File: src/rtl/spwm_if.sv
// Control and gate-drive bundle for the SPWM generator.
// Master drives run/increment/mode; slave returns gate drive and status.
interface spwm_if #(
    parameter int CW = 14,
    parameter int SW = 5
);
    logic          en;
    logic [CW-1:0] inc;
    logic          mode;
    logic          pwm_P;
    logic          pwm_N;
    logic          half;
    logic [SW-1:0] step;
    logic          sync;

    modport master (
        output en, inc, mode,
        input  pwm_P, pwm_N, half, step, sync
    );

    modport slave (
        input  en, inc, mode,
        output pwm_P, pwm_N, half, step, sync
    );
endinterface

File: src/rtl/spwm_gen.sv
// Sinusoidal PWM generator: triangular step sequence modulates carrier duty.
// Half-wave alternating or bipolar complementary output with dead time.
module spwm_gen #(
    parameter int CW     = 14,
    parameter int PERIOD = 9999,
    parameter int SW     = 5,
    parameter int STEPS  = 21,
    parameter int DEAD   = 8
) (
    input logic   clk,
    input logic   rst,
    spwm_if.slave bus
);
    localparam int DW = $clog2(DEAD + 1) + 1;
    localparam int PW = CW + SW;
    localparam logic [PW-1:0] LIM    = PW'(PERIOD + 1);
    localparam logic [PW-1:0] HALF_P = PW'((PERIOD + 1) / 2);
    localparam logic [0:0] DIR_UP = 1'b0;
    localparam logic [0:0] DIR_DN = 1'b1;

    logic [CW-1:0] cnt;
    logic [SW-1:0] step;
    logic [0:0]    dir;
    logic          half;
    logic          mode_q;
    logic [CW:0]   duty;
    logic          raw_q;
    logic [DW-1:0] dcnt;
    logic          pwm_p;
    logic          pwm_n;

    logic          bnd;
    logic          raw;
    logic [SW-1:0] step_nx;
    logic [0:0]    dir_nx;
    logic          half_nx;
    logic          mode_nx;
    logic [PW-1:0] s;
    logic [PW-1:0] s_m0;
    logic [PW-1:0] s_m1;
    logic [PW-1:0] duty_w;
    logic [CW:0]   duty_nx;
    logic [DW-1:0] dcnt_nx;
    logic          live;

    assign bnd = bus.en && (cnt == CW'(PERIOD));
    assign raw = ({1'b0, cnt} < duty);

    always_comb begin
        step_nx = step;
        dir_nx  = dir;
        half_nx = half;
        if (dir == DIR_UP) begin
            if (step == SW'(STEPS)) begin
                if (STEPS == 1) begin
                    step_nx = '0;
                    half_nx = ~half;
                end else begin
                    step_nx = SW'(STEPS - 1);
                    dir_nx  = DIR_DN;
                end
            end else begin
                step_nx = step + 1'b1;
            end
        end else if (step == SW'(1)) begin
            step_nx = '0;
            dir_nx  = DIR_UP;
            half_nx = ~half;
        end else begin
            step_nx = step - 1'b1;
        end
    end

    // Mode only latches when the next period opens a new positive half
    assign mode_nx = (!half_nx && step_nx == '0) ? bus.mode : mode_q;

    always_comb begin
        s    = PW'(step_nx) * PW'(bus.inc);
        s_m0 = (s > LIM) ? LIM : s;
        s_m1 = (s > HALF_P) ? HALF_P : s;
        if (!mode_nx)
            duty_w = s_m0;
        else if (!half_nx)
            duty_w = HALF_P + s_m1;
        else
            duty_w = HALF_P - s_m1;
        duty_nx = (CW + 1)'(duty_w);
    end

    always_comb begin
        if (raw != raw_q)
            dcnt_nx = '0;
        else if (int'(dcnt) >= DEAD)
            dcnt_nx = dcnt;
        else
            dcnt_nx = dcnt + 1'b1;
        live = (int'(dcnt_nx) >= DEAD);
    end

    always_ff @(posedge clk or posedge rst) begin
        if (rst) begin
            cnt    <= '0;
            step   <= '0;
            dir    <= DIR_UP;
            half   <= 1'b0;
            mode_q <= 1'b0;
            duty   <= '0;
            raw_q  <= 1'b0;
            dcnt   <= '0;
            pwm_p  <= 1'b0;
            pwm_n  <= 1'b0;
        end else if (bus.en) begin
            cnt <= bnd ? '0 : cnt + 1'b1;
            if (bnd) begin
                step   <= step_nx;
                dir    <= dir_nx;
                half   <= half_nx;
                mode_q <= mode_nx;
                duty   <= duty_nx;
            end
            raw_q <= raw;
            dcnt  <= dcnt_nx;
            if (mode_q) begin
                pwm_p <= raw & live;
                pwm_n <= ~raw & live;
            end else begin
                pwm_p <= raw & ~half;
                pwm_n <= raw & half;
            end
        end else begin
            pwm_p <= 1'b0;
            pwm_n <= 1'b0;
        end
    end

    assign bus.pwm_P = pwm_p;
    assign bus.pwm_N = pwm_n;
    assign bus.half  = half;
    assign bus.step  = step;
    assign bus.sync  = bus.en & (cnt == '0) & (step == '0)
                     & ~half & (dir == DIR_UP);
endmodule

File: src/flat_wrapper.sv
// flat-port wrapper written by rule: the top's interface ports become plain ports
module spwm_gen_flat 
#(
    parameter int CW     = 14,
    parameter int PERIOD = 9999,
    parameter int SW     = 5,
    parameter int STEPS  = 21,
    parameter int DEAD   = 8
)
  (clk, rst, bus_en, bus_inc, bus_mode, bus_pwm_P, bus_pwm_N, bus_half, bus_step, bus_sync);
  spwm_if #(.CW(CW), .SW(SW)) bus_i ();
  input logic clk;
  input logic rst;
  input wire logic [$bits(bus_i.en)-1:0] bus_en;
  input wire logic [$bits(bus_i.inc)-1:0] bus_inc;
  input wire logic [$bits(bus_i.mode)-1:0] bus_mode;
  output wire logic [$bits(bus_i.pwm_P)-1:0] bus_pwm_P;
  output wire logic [$bits(bus_i.pwm_N)-1:0] bus_pwm_N;
  output wire logic [$bits(bus_i.half)-1:0] bus_half;
  output wire logic [$bits(bus_i.step)-1:0] bus_step;
  output wire logic [$bits(bus_i.sync)-1:0] bus_sync;
  assign bus_i.en = bus_en;
  assign bus_i.inc = bus_inc;
  assign bus_i.mode = bus_mode;
  assign bus_pwm_P = bus_i.pwm_P;
  assign bus_pwm_N = bus_i.pwm_N;
  assign bus_half = bus_i.half;
  assign bus_step = bus_i.step;
  assign bus_sync = bus_i.sync;
  spwm_gen #(.CW(CW), .PERIOD(PERIOD), .SW(SW), .STEPS(STEPS), .DEAD(DEAD)) u_core (.clk(clk), .rst(rst), .bus(bus_i));
endmodule
File: config.mk
export PLATFORM = sky130hd
export DESIGN_NAME = spwm_gen_flat
export DESIGN_NICKNAME = d
export VERILOG_FILES = /design/src/rtl/spwm_if.sv /design/src/rtl/spwm_gen.sv /design/src/flat_wrapper.sv
export SDC_FILE = /design/constraint.sdc
export NUM_CORES = 1
export LEC_CHECK = 0
export ABC_AREA = 1
export BUFFER_PORTS_ARGS = -buffer_cell sky130_fd_sc_hd__buf_2
export CAP_MARGIN = 20
export CORE_UTILIZATION = 40
export CTS_BUF_LIST = sky130_fd_sc_hd__clkbuf_4 sky130_fd_sc_hd__clkbuf_8 sky130_fd_sc_hd__clkbuf_16
export DETAILED_ROUTE_END_ITERATION = 16
export PLACE_DENSITY = 0.56
export SLEW_MARGIN = 15
export SYNTH_ARGS = -nofsm -noshare
export SYNTH_HDL_FRONTEND = slang
export SYNTH_SLANG_ARGS = --single-unit
File: constraint.sdc
create_clock -name clk -period 7.3 [get_ports clk]
set_clock_uncertainty 0.15 [all_clocks]
set_input_delay 1.46 -clock clk [delete_from_list [all_inputs] [get_ports clk]]
set_output_delay 1.46 -clock clk [all_outputs]
set_load 0.01 [all_outputs]
======== Word level (Yosys, flattened, before mapping) ========
Cells that the tools add are included.
word-level totals
  bits in registers ....................... 45
  input bits .............................. 18
  output and inout bits ................... 9
  word-level logic and storage cells ...... 64
operators by class
  add/subtract/negate cells ............... 6
  $mul .................................... 1
  order comparisons ....................... 5
  equal/unequal tests ..................... 4
  muxes and demuxes ....................... 20
  bitwise logic cells ..................... 11
  reduce and logical (&&, ||, !) cells .... 7
operator list
  operator                  count
  $mux W15                  4
  $mux W5                   5
  $gt A19 B13 Y1 const B    1
  $gt A19 B14 Y1 const B    1
  $mul A5 B14 Y19           1
  $add A13 B15 Y15 const A  1
  $lt A14 B15 Y1            1
  $sub A13 B15 Y15 const A  1
  $add A14 B1 Y14 const B   1
  $eq A14 B14 Y1 const B    1
  $logic_not A14 Y1         1
  $mux W14                  1
  $add A5 B1 Y5 const B     2
  $ge A5 B4 Y1 const B      2
  $logic_not A5 Y1          2
  $mux W1                   10
  $and A1 B1 Y1             8
  $eq A5 B1 Y1 const B      1
  $eq A5 B5 Y1 const B      1
  $sub A5 B1 Y5 const B     1
  $not A1 Y1                3
  $logic_and A1 B1 Y1       2
  $reduce_and A2 Y1         1
  $logic_not A1 Y1          1
  $ne A1 B1 Y1              1

======== Longest topological paths before layout ========
Gate-level depths: netlist (run 1).
  word-level depth ........................ 9
  depth in mapped cells ................... 42
  depth with buffers taken out ............ 40

======== Worst setup path after synthesis (run 1) ========
Ideal clock, no wire load.
  path kind ............................... input to register
  from .................................... input bus_inc[1]
  to ...................................... register u_core.duty[10]
  library setup time ...................... 121 ps
  arrival time ............................ 5751 ps
  required time ........................... 7029 ps
  path slack .............................. 1278 ps
  stages on the path ...................... 31
  buffers on the path ..................... 1
  path through ............................ inv_1 nor2_1 fa_1 fa_1 inv_1 fa_1 inv_1 ha_1 or2_1 nand3_1 nand2_1 nand2_1 nand2_1 nand2_1 nand2_1 inv_1 nand3_2 nor2_8 nand2_8 inv_4 buf_12 nand2_1 ha_1 nand2_1 nand2_4 nand2_4 nand3_1 nand3_1 nand2_1 o21bai_1 nand2_1
on the way
  cells in the longest elaborated chain, start to end .. 6
  elaborated cells on any way between the ends .. 9
  classes of those cells .................. add/sub (2); mul (1); order compare (2); mux (4)
RTL lines
  item                                                  RTL line                        source
  start: declaration                                    flat_wrapper.sv:15              input wire logic [$bits(bus_i.inc)-1:0] bus_inc;
  $mul A5 B14 Y19 *                                     spwm_gen.sv:78                  s = PW'(step_nx) * PW'(bus.inc);
  $gt A19 B13 Y1                                        spwm_gen.sv:80                  s_m1 = (s > HALF_P) ? HALF_P : s;
  $mux W15                                              spwm_gen.sv:80
  $add A13 B15 Y15 or $sub A13 B15 Y15 (tied branches)  spwm_gen.sv:84, spwm_gen.sv:86
  $mux W15                                              spwm_gen.sv:83                  else if (!half_nx)
  $mux W15 *                                            spwm_gen.sv:81                  if (!mode_nx)
  end signal: assignment                                spwm_gen.sv:119                 duty <= duty_nx;
  end: declaration                                      spwm_gen.sv:26                  logic [CW:0] duty;
Mark *: on every way between the ends. The rest lies on a longest branch, timed or not.
A chain may end at the register's enable or synchronous reset.

======== Worst setup path in the final report (run 1) ========
  from .................................... register u_core.step[1] (netlist: u_core.bus.step[1])
  to ...................................... register u_core.duty[10]
on the way
  cells in the longest elaborated chain, start to end .. 9
  elaborated cells on any way between the ends .. 22
  classes of those cells .................. add/sub (4); mul (1); order compare (2); eq/ne (2); mux (10); reduce/logical (3)
RTL lines
  item                                                  RTL line                        source
  start: declaration                                    spwm_gen.sv:22                  logic [SW-1:0] step;
  start signal: assignment                              spwm_gen.sv:115                 step <= step_nx;
  $add A5 B1 Y5 (tied with other cells)                 spwm_gen.sv:63                  step_nx = step + 1'b1;
  $mux W5, on equally long branches                     spwm_gen.sv:54, spwm_gen.sv:65
  $mux W5                                               spwm_gen.sv:53                  if (dir == DIR_UP) begin
  $mul A5 B14 Y19                                       spwm_gen.sv:78
  $gt A19 B13 Y1                                        spwm_gen.sv:80
  $mux W15                                              spwm_gen.sv:80
  $add A13 B15 Y15 or $sub A13 B15 Y15 (tied branches)  spwm_gen.sv:84, spwm_gen.sv:86
  $mux W15                                              spwm_gen.sv:83
  $mux W15 *                                            spwm_gen.sv:81
Marked as above.

==> run metrics, run 1 <==
status finished, violations left; failing checks DRC; row count 44; Cell Area, Synth 6100 um2; post-CTS sizing 0; Syn. warnings 0; first-pass GRT wire length 27,000 um; Die X 125 um; CP startpoint u_core.bus.step[1]; ys async rst share 1.00; worst hold start u_core.dcnt[4]; Root Driver clkbuf_16; sum of negative setup slack 0 ps; peak supply drop 0.105 mV; Reg2Reg Launch Point u_core.bus.step[1]; Placed Cells 1,116; CORE AREA 14,700 um2; fmax 0.152 GHz; worst slew pin tran 931 ps; DR vias 5,646; Finished Layout Cells 1,124; unrepaired setup endpoints after global routing no; WHS 342 ps; post-synthesis cell count 915; max-cap violation count 0; crit path max fanout 11; largest net degree at the start of global routing 46; clk sinks 45; Syn Area/Cell 6.67 um2; total leakage power 3.64 nW; Slowest-stage cell, CP fa_1; Post-Place Cell Area 6430 um2; R2R setup slack 710 ps; Setup crit end kind flop; final slew viol count 0; Routed WL per cell 13.6 um; Post-CTS Setup Inserts 0; prevailing post-synth register cell dfrtp_1; routed vias/inst 5.02; cell area power density 188 nW/um2; Setup Viol. Count Final 0; CTS clock-pin slew for the worst setup and hold paths 60 ps; port bufs 26; layout cell share with drive strength beyond 1 0.0894; post-layout util 0.450; GR Overflow Total 0; CP Launch Type flop; H-tree levels 2; Starting Density 0.415; final WL 15,300 um; Worst Slack Setup Final 715 ps; CTS max path bufs 2; min-delay worst type reg -> reg; CP peak stage delay 540 ps; Critical Path RT 7330 ps; Final #Nets 1,044; P&R area growth vs syn 8.35%; Skew-Pair Late Insertion Delay 290 ps; pre-CTS WS 705 ps; ANT cells 0; CTS tree done; critical path type reg -> reg; Pwr Total 1.24 mW; final HPWL from detailed placement 12,600 um; initial antenna violation count 0; cts hold-fix bufs 0; number of buffers created by CTS 5; first drt pass iteration count 11; Die Span Y 125 um; All-Layer GR Usage 0.209; GP Congestion 0.874; DIE AREA 15,700 um2; Post-Syn Nets 1,020; cell mode on critical path nand2_1; Final ANT Viol Nets 0; sequential area share after synthesis 0.185; number of global-route vias before repair 5,617; Rel. slew slack 0.379; Final Critical Period 6590 ps; CP arrival 6620 ps; cell area after layout 6610 um2; count of different cell masters after synthesis 51; Post-synth EDFFs 0; residual DRC count 2; initial drt markers 291; Hold Fails Final Rpt 0; final worst-path cycle share 0.902; Synth Register Bits 45; I/O pin cnt 27
==> worst max-delay path: cells and delay by family, from the launching register on <==
family,cells,cell delay [ps]
buffers and inverters,7,780
flip-flops,1,430
AO/OA/AOI/OAI,2,410
AND/OR/NAND/NOR,20,2370
adder cells (fa/ha/maj),6,2350
==> cells by family after synthesis <==
family | after synthesis | synth area share
flops | 45 | 0.185
simple gates | 465 | 0.345
compound gates | 97 | 0.0917
buf+inv | 205 | 0.130
xor+xnor | 16 | 0.0254
fa+ha+maj | 87 | 0.223
==> final timing paths <==
path                                           end  depth (start not counted)
worst min-delay path                u_core.dcnt[4]                          2
max in group asynchronous            u_core.cnt[9]                          2
worst max-delay path               u_core.duty[10]                         35
worst max register to register     u_core.duty[10]                         35
worst min register to register      u_core.dcnt[4]                          2
min in group asynchronous       u_core.bus.step[2]                          2
==> synthesized netlist by cell type (2+ instances only) <==
cell type | instances | share of area
o211ai_1 | 3 | 0.0037
and3_1 | 3 | 0.0031
a21oi_1 | 41 | 0.034
o21ai_0 | 31 | 0.025
nand2_4 | 4 | 0.0074
nor3_1 | 13 | 0.011
inv_2 | 2 | 0.0012
clkbuf_1 | 12 | 0.0074
nand2_2 | 11 | 0.011
nor2_1 | 100 | 0.062
o21a_1 | 2 | 0.0025
xor2_2 | 2 | 0.0053
nand3b_1 | 6 | 0.0074
nand3_2 | 6 | 0.0098
xnor2_1 | 4 | 0.0057
a22oi_1 | 2 | 0.0025
nor2_4 | 2 | 0.0037
nand3_1 | 64 | 0.053
o21ai_2 | 2 | 0.0029
fa_1 | 36 | 0.12
ha_1 | 51 | 0.10
nor4_1 | 5 | 0.0051
a21oi_2 | 3 | 0.0043
dfrtp_1 | 45 | 0.18
inv_1 | 186 | 0.11
xor2_1 | 10 | 0.014
nand4_1 | 18 | 0.018
nand2_1 | 222 | 0.14
nor2_2 | 5 | 0.0051
a31oi_1 | 3 | 0.0031
==> area by class of cell <==
class                   instances  area (um2)
clock buffers                   6         139
clock inverters                 2        37.5
fillers                      1569        8090
inverters                     190         716
multi-input cells             665        4190
flip-flops and latches         45        1130
well taps                     184         230
repair buffers                 32         175
==> placed cells by master, fill, tap and decap left out, drive strengths merged <==
cell type / instances
a2111oi: 1
a211oi: 1
a21o: 1
a21oi: 44
a221oi: 1
a22oi: 2
a31oi: 3
and2: 1
and3: 3
buf: 32
bufinv: 1
clkbuf: 6
clkinv: 1
clkinvlp: 1
dfrtp: 45
fa: 36
ha: 51
inv: 189
nand2: 238
nand3: 71
nand3b: 6
nand4: 18
nor2: 108
nor3: 13
nor3b: 1
nor4: 5
o2111ai: 1
o211ai: 3
o21a: 2
o21ai: 35
o21bai: 1
o22ai: 1
o31ai: 1
or2: 1
xnor2: 4
xor2: 12
==> where the power goes <==
group	switching (mW)	total (mW)	internal, mW
Sequential	0.0355	0.315	0.279
Clock	0.0971	0.268	0.171
Combinational	0.441	0.659	0.218
==> state kept, by name, indices dropped and copies added (netlist names) <==
register	cells
u_core.raw_q	1
u_core.bus.step	5
u_core.cnt	14
u_core.bus.pwm_P	1
u_core.bus.half	1
u_core.dcnt	5
u_core.bus.pwm_N	1
u_core.duty	15
u_core.mode_q	1
u_core.dir	1
==> per-layer routing <==
layer  vias to the layer above  routed length, um  track usage
li1                       2903                  -            -
met1                      2640               7300        0.277
met2                        89               7440        0.371
met3                        14                371       0.0141
met4                         0                185       0.0473
met5                         -                  0            0
No activity file was read; power rests on OpenSTA's default activity.
==> inputs of run 2 (changes only) <==
==> constraint.sdc (replaced) <==
create_clock -name clk -period 7.5 [get_ports clk]
set_clock_uncertainty 0.15 [all_clocks]
set_input_delay 1.5 -clock clk [delete_from_list [all_inputs] [get_ports clk]]
set_output_delay 1.5 -clock clk [all_outputs]
set_load 0.01 [all_outputs]
==> run 2 against run 1 <==
- clock-buffer cell count increased by 2
- total power down 6.0%
- sequential share of layout area is 0.062 points higher
- non-clock buffer count down 1
- the flow still finishes with violations (DRC)
- global-route usage grew 0.19 points
- combinational power shrank 3.5%
- hold slack worse by 5.1 ps
- die area stayed put
- setup slack improved by 58 ps
- register-to-register slack improved by 60 ps
- fmax down 2.1%
- critical path depth is 1 lower
==> run metrics, run 2 (synthesized netlist as in run 1, its figures left out) <==
status finished, violations left; failing checks DRC; Final #Nets 1,043 (-0.096%); CP startpoint u_core.bus.step[0]; sum of negative setup slack 0 ps (unchanged); commonest cells after routing, fill and taps aside nand2_1, inv_1, nor2_1; total leakage power 3.64 nW (-0.18%); final worst-path cycle share 0.897 (-0.00511); WHS 337 ps (-5.06 ps); DIE AREA 15,700 um2 (unchanged); register area 1130 um2 (unchanged); Rel. slew slack 0.435 (+0.0568); fill count 1,617 (+3.1%); crit path max fanout 12 (+1); Critical Path RT 7520 ps (+190 ps); hold endpoint u_core.duty[0]; Post-CTS Setup Inserts 0 (unchanged); Hold Fails Final Rpt 0 (unchanged); largest net degree at the start of global routing 46 (unchanged); CTS clock-pin slew for the worst setup and hold paths 60 ps (about the same); Routed WL per cell 13.5 um (-0.77%); max-cap violation count 0 (unchanged); Final Critical Period 6730 ps (+142 ps); Largest regs u_core.duty: 15 flops, u_core.cnt: 14 flops; final HPWL from detailed placement 12,500 um (-0.81%); cell area power density 177 nW/um2 (-5.6%); post-CTS sizing 0 (unchanged); Root Driver clkbuf_16; number of buffers created by CTS 5 (unchanged); CP peak stage delay 570 ps (+30 ps); routed vias/inst 5.00 (-0.39%); cell area after layout 6590 um2 (-0.36%); Die Span Y 125 um (unchanged); CTS tree done; critical path type reg -> reg; GP Congestion 0.872 (-0.22%); first drt pass iteration count 11 (unchanged); min-delay worst type reg -> reg; Reg2Reg Launch Point u_core.bus.step[0]; Skew-Pair Late Insertion Delay 290 ps (about the same); GR Overflow Total 0 (unchanged); CP Launch Type flop; Pwr Total 1.17 mW (-6.0%); fmax 0.149 GHz (-2.1%); P&R area growth vs syn 7.96%; Die X 125 um (unchanged); residual DRC count 2 (unchanged); multi-input logic area 4190 um2 (unchanged); WHS Path Cells 2 (unchanged); initial drt markers 316 (+8.6%); Worst R2R Path Depth 34 (-2.9%); layout cell share with drive strength beyond 1 0.0884 (-0.000970); clk sinks 45 (unchanged); first-pass GRT wire length 27,300 um (+1.3%); ANT cells 0 (unchanged); cell mode on critical path nand2_1; Setup crit end kind flop; Starting Density 0.415 (unchanged); DR vias 5,619 (-0.48%); initial antenna violation count 0 (unchanged); CTS max path bufs 2 (unchanged); cts hold-fix bufs 0 (unchanged); All-Layer GR Usage 0.211 (+0.00188); final WL 15,200 um (-0.86%); peak supply drop 0.102 mV (-3.1%); RR Endpoint u_core.duty[10]; number of global-route vias before repair 5,703 (+1.5%); unrepaired setup endpoints after global routing no; CORE AREA 14,700 um2 (unchanged); CP arrival 6750 ps (+130 ps); Setup Viol. Count Final 0 (unchanged); final slew viol count 0 (unchanged); Post-Place Cell Area 6420 um2 (-0.23%); Slowest-stage cell, CP fa_1; H-tree levels 2 (unchanged); post-layout util 0.448 (-0.00162); row count 44 (unchanged); max reg flops 15 (unchanged); port bufs 26 (unchanged); Final ANT Viol Nets 0 (unchanged); most common cell after layout, fill and taps aside nand2_1; worst slew pin tran 844 ps (-86.4 ps); worst hold start u_core.duty[0]; I/O pin cnt 27 (unchanged); largest register by flop count u_core.duty; R2R setup slack 770 ps (+60 ps)
==> run 2: worst max path at each step <==
stage | endpoint | slack, ps | depth (start not counted)
floorplan | u_core.duty[10] | 1440 | 31
global placement | u_core.duty[10] | 760 | 29
detailed placement | u_core.duty[10] | 730 | 31
CTS | u_core.duty[10] | 780 | 34
global route | u_core.duty[10] | 180 | 36
finish | u_core.duty[10] | 770 | 34
==> run 2: worst max-delay path: cells and delay by family (launching register included) <==
kind	cells	cell delay (ps)
adder cells (fa/ha/maj)	6	2460
AND/OR/NAND/NOR	21	2340
buffers and inverters	4	630
flip-flops	1	500
AO/OA/AOI/OAI	2	390
XOR/XNOR	1	130
==> run 2: metrics by stage <==
step,worst slack (ps),instances
floorplan,1440,915
global placement,758,1114
detailed placement,733,1114
CTS,781,1122
global route,180,1123
finish,773,1123
==> run 2: final cells by class <==
class | count | area share
Timing Repair Buffer | 31 | 0.0274
Inverter | 190 | 0.109
Tap cell | 184 | 0.0350
Multi-Input combinational cell | 665 | 0.636
Clock buffer | 8 | 0.0224
Sequential cell | 45 | 0.171
==> run 2: layer usage <==
layer | vias up | track usage | share of wire
li1 | 2905 | - | -
met1 | 2594 | 0.276 | 0.47
met2 | 99 | 0.376 | 0.49
met3 | 21 | 0.0141 | 0.031
met4 | 0 | 0.0545 | 0.016
met5 | - | 0 | 0
==> run 2: report_power, final <==
| part | switching, mW | internal [mW] | total [mW] |
|---|---|---|---|
| combinational | 0.423 | 0.213 | 0.636 |
| sequential | 0.0349 | 0.272 | 0.307 |
| clock | 0.0890 | 0.135 | 0.224 |
| total | 0.547 | 0.620 | 1.17 |
==> inputs of run 3 (changes only) <==
--- a/config.mk
+++ b/config.mk
@@ -5,7 +5,6 @@
 export SDC_FILE = /design/constraint.sdc
 export NUM_CORES = 1
 export LEC_CHECK = 0
-export ABC_AREA = 1
 export BUFFER_PORTS_ARGS = -buffer_cell sky130_fd_sc_hd__buf_2
 export CAP_MARGIN = 20
 export CORE_UTILIZATION = 40
==> run 3 against run 2 <==
- first-iteration DRC count decreased by 26%
- the flow now finishes without violations
- hold slack lost 9.8 ps
- critical endpoint is now u_core.duty[11]
- sequential power shrank 3%
- sequential cell count unchanged
- routed wire length fell by 3.8%
==> run metrics, run 3 <==
Critical Path RT 7570 ps (+50 ps); power share of the sequential group 0.322 (+0.059); Setup crit end kind flop; row count 43 (-2.3%); Post-Syn Nets 811 (-20%); All-Layer GR Usage 0.210 (-0.00128); CP startpoint u_core.bus.step[1]; Pwr Total 0.928 mW (-20%); Die X 123 um (-2.3%); Synth Register Bits 45 (unchanged); initial antenna violation count 0 (unchanged); Starting Density 0.414 (-0.00108); top cell type's share of synthesized area 0.194 (+0.00914); first-pass GRT wire length 25,200 um (-7.6%); initial drt markers 234 (-26%); CTS clock-pin slew for the worst setup and hold paths 60 ps (about the same); WHS 327 ps (-9.80 ps); DR vias 5,157 (-8.2%); worst hold start u_core.duty[9]; critical path type reg -> reg; Final ANT Viol Nets 0 (unchanged); post-synthesis cell count 706 (-23%); max reg flops 15 (unchanged); port bufs 26 (unchanged); CP peak stage delay 560 ps (about the same); Comb power frac 0.441 (-0.104); fmax 0.141 GHz (-5.4%); WHS Path Cells 2 (unchanged); clk sinks 45 (unchanged); hold endpoint u_core.duty[9]; DIE AREA 15,000 um2 (-4.6%); layout cell share with drive strength beyond 1 0.130 (+0.0412); Rel. slew slack 0.491 (+0.0559); CP arrival 7180 ps (+430 ps); dominant cells by area after synthesis dfrtp_1, fa_1, ha_1, inv_1, nand2_1; sequential area share after synthesis 0.194 (+0.00914); count of different cell masters after synthesis 82 (+61%); status finished clean; Root Driver clkbuf_16; Post-synth EDFFs 0 (unchanged); P&R area growth vs syn 11.6%; Syn. warnings 0 (unchanged); GR Overflow Total 0 (unchanged); top-count cell post-synth inv_1; Largest regs u_core.duty: 15 flops, u_core.cnt: 14 flops; cts hold-fix bufs 0 (unchanged); Finished Layout Cells 921 (-18%); Worst Slack Setup Final 390 ps (-382 ps); max-cap violation count 0 (unchanged); Reg2Reg Launch Point u_core.bus.step[1]; Placed Cells 907 (-19%); Syn Area/Cell 8.23 um2 (+23%); clock power share 0.237 (+0.045); CORE AREA 14,000 um2 (-4.5%); first drt pass iteration count 5 (-6); Switching Share 0.391 (-0.0775); ANT cells 0 (unchanged); Slowest-stage cell, CP or4_4; Hold Fails Final Rpt 0 (unchanged); ys async rst share 1.00 (unchanged); routed vias/inst 5.60 (+12%); R2R setup slack 390 ps (-380 ps); final worst-path cycle share 0.948 (+0.0509); total leakage power 3.05 nW (-16%); H-tree levels 2 (unchanged); residual DRC count 0 (-2); post-synth top area cell dfrtp_1; Worst R2R Path Depth 29 (-15%); final HPWL from detailed placement 11,600 um (-7.1%); Final Critical Period 7110 ps (+382 ps); Final #Nets 846 (-19%); Routed WL per cell 15.8 um (+17%); Setup Viol. Count Final 0 (unchanged); most common cell after layout, fill and taps aside inv_1; synth cell count leaders inv_1, nand2_1, ha_1, dfrtp_1, nor2_1; commonest cells after routing, fill and taps aside inv_1, nand2_1, ha_1; CP Launch Type flop; final WL 14,600 um (-3.8%); I/O pin cnt 27 (unchanged); CTS max path bufs 2 (unchanged); peak supply drop 0.0861 mV (-15%); Pint 0.565 mW (-8.9%); Die Span Y 123 um (-2.3%); GP Congestion 0.941 (+7.9%); Cell Area, Synth 5810 um2 (-4.7%); CTS tree done; crit path max fanout 10 (-2); RR Endpoint u_core.duty[11]; min-delay worst type reg -> reg; prevailing post-synth register cell dfrtp_1; cell area power density 143 nW/um2 (-19%); final slew viol count 0 (unchanged); cell mode on critical path fa_1; worst slew pin tran 756 ps (-88.3 ps); Skew-Pair Late Insertion Delay 290 ps (about the same); number of buffers created by CTS 5 (unchanged); pre-CTS WS 69.9 ps (-663 ps); largest register by flop count u_core.duty; number of global-route vias before repair 5,243 (-8.1%); NetSw 0.363 mW (-34%); largest net degree at the start of global routing 35 (-24%)
## run 3: per-layer routing
| layer | up-vias | part of all wire | global-route usage |
|---|---|---|---|
| li1 | 2501 | - | - |
| met1 | 2528 | 0.44 | 0.258 |
| met2 | 105 | 0.51 | 0.381 |
| met3 | 23 | 0.028 | 0.0153 |
| met4 | 0 | 0.023 | 0.0755 |
| met5 | - | 0 | 0 |
## run 3: how the worst max path moves through the flow
stage | end | slack [ps] | depth (start not counted)
2_1_floorplan | u_core.duty[11] | 100 | 33
3_3_place_gp | u_core.duty[11] | 280 | 25
3_5_place_dp | u_core.duty[11] | 70 | 29
4_1_cts | u_core.duty[11] | 60 | 30
5_1_grt | u_core.duty[11] | -40 | 28
6_report | u_core.duty[11] | 390 | 29
## run 3: power by group through the flow
stage | Combinational (mW) | Sequential [mW] | Clock (mW)
floorplan | 0.297 | 0.293 | 0
global placement | 0.391 | 0.301 | 0
detailed placement | 0.400 | 0.302 | 0
CTS | 0.401 | 0.299 | 0.225
global route | 0.458 | 0.303 | 0.234
finish | 0.409 | 0.299 | 0.220
## run 3: cell families after synthesis
family | share of synthesized area
and+or+nand+nor | 0.232
AOI/OAI and AO/OA | 0.190
buffers and inverters | 0.0713
adders and majority gates | 0.234
DFF | 0.194
xor gates and xnor gates | 0.0631
muxes | 0.0159
## run 3: area by class of cell
cell class / count / area [um2]
multi-input combinational: 555 / 4340
timing repair buffer: 55 / 348
clock buffer: 7 / 146
inverter: 79 / 297
tap: 180 / 225
fill: 1375 / 7550
sequential: 45 / 1130
## run 3: timing repair
item,in CTS,in global routing
endpoints found under the setup margin,0,11
resized for setup,0,23
setup buffers,0,6
## run 3: per-stage QoR
step | utilization | instance area [um2] | TNS (ps)
2_1_floorplan | - | 5810 | 0
4_1_cts | 0.453 | 6370 | 0
6_report | 0.462 | 6490 | 0
3_5_place_dp | 0.443 | 6220 | 0
5_1_grt | 0.462 | 6490 | -37.7
3_3_place_gp | 0.443 | 6220 | 0
## run 3: critical path: cells and delay by family, from the launching register on
family | cells | cell delay, ps
simple gates | 8 | 1800
compound gates | 7 | 1020
buf+inv | 4 | 400
flops | 1 | 380
mux | 3 | 680
xor+xnor | 1 | 160
fa+ha+maj | 6 | 2450
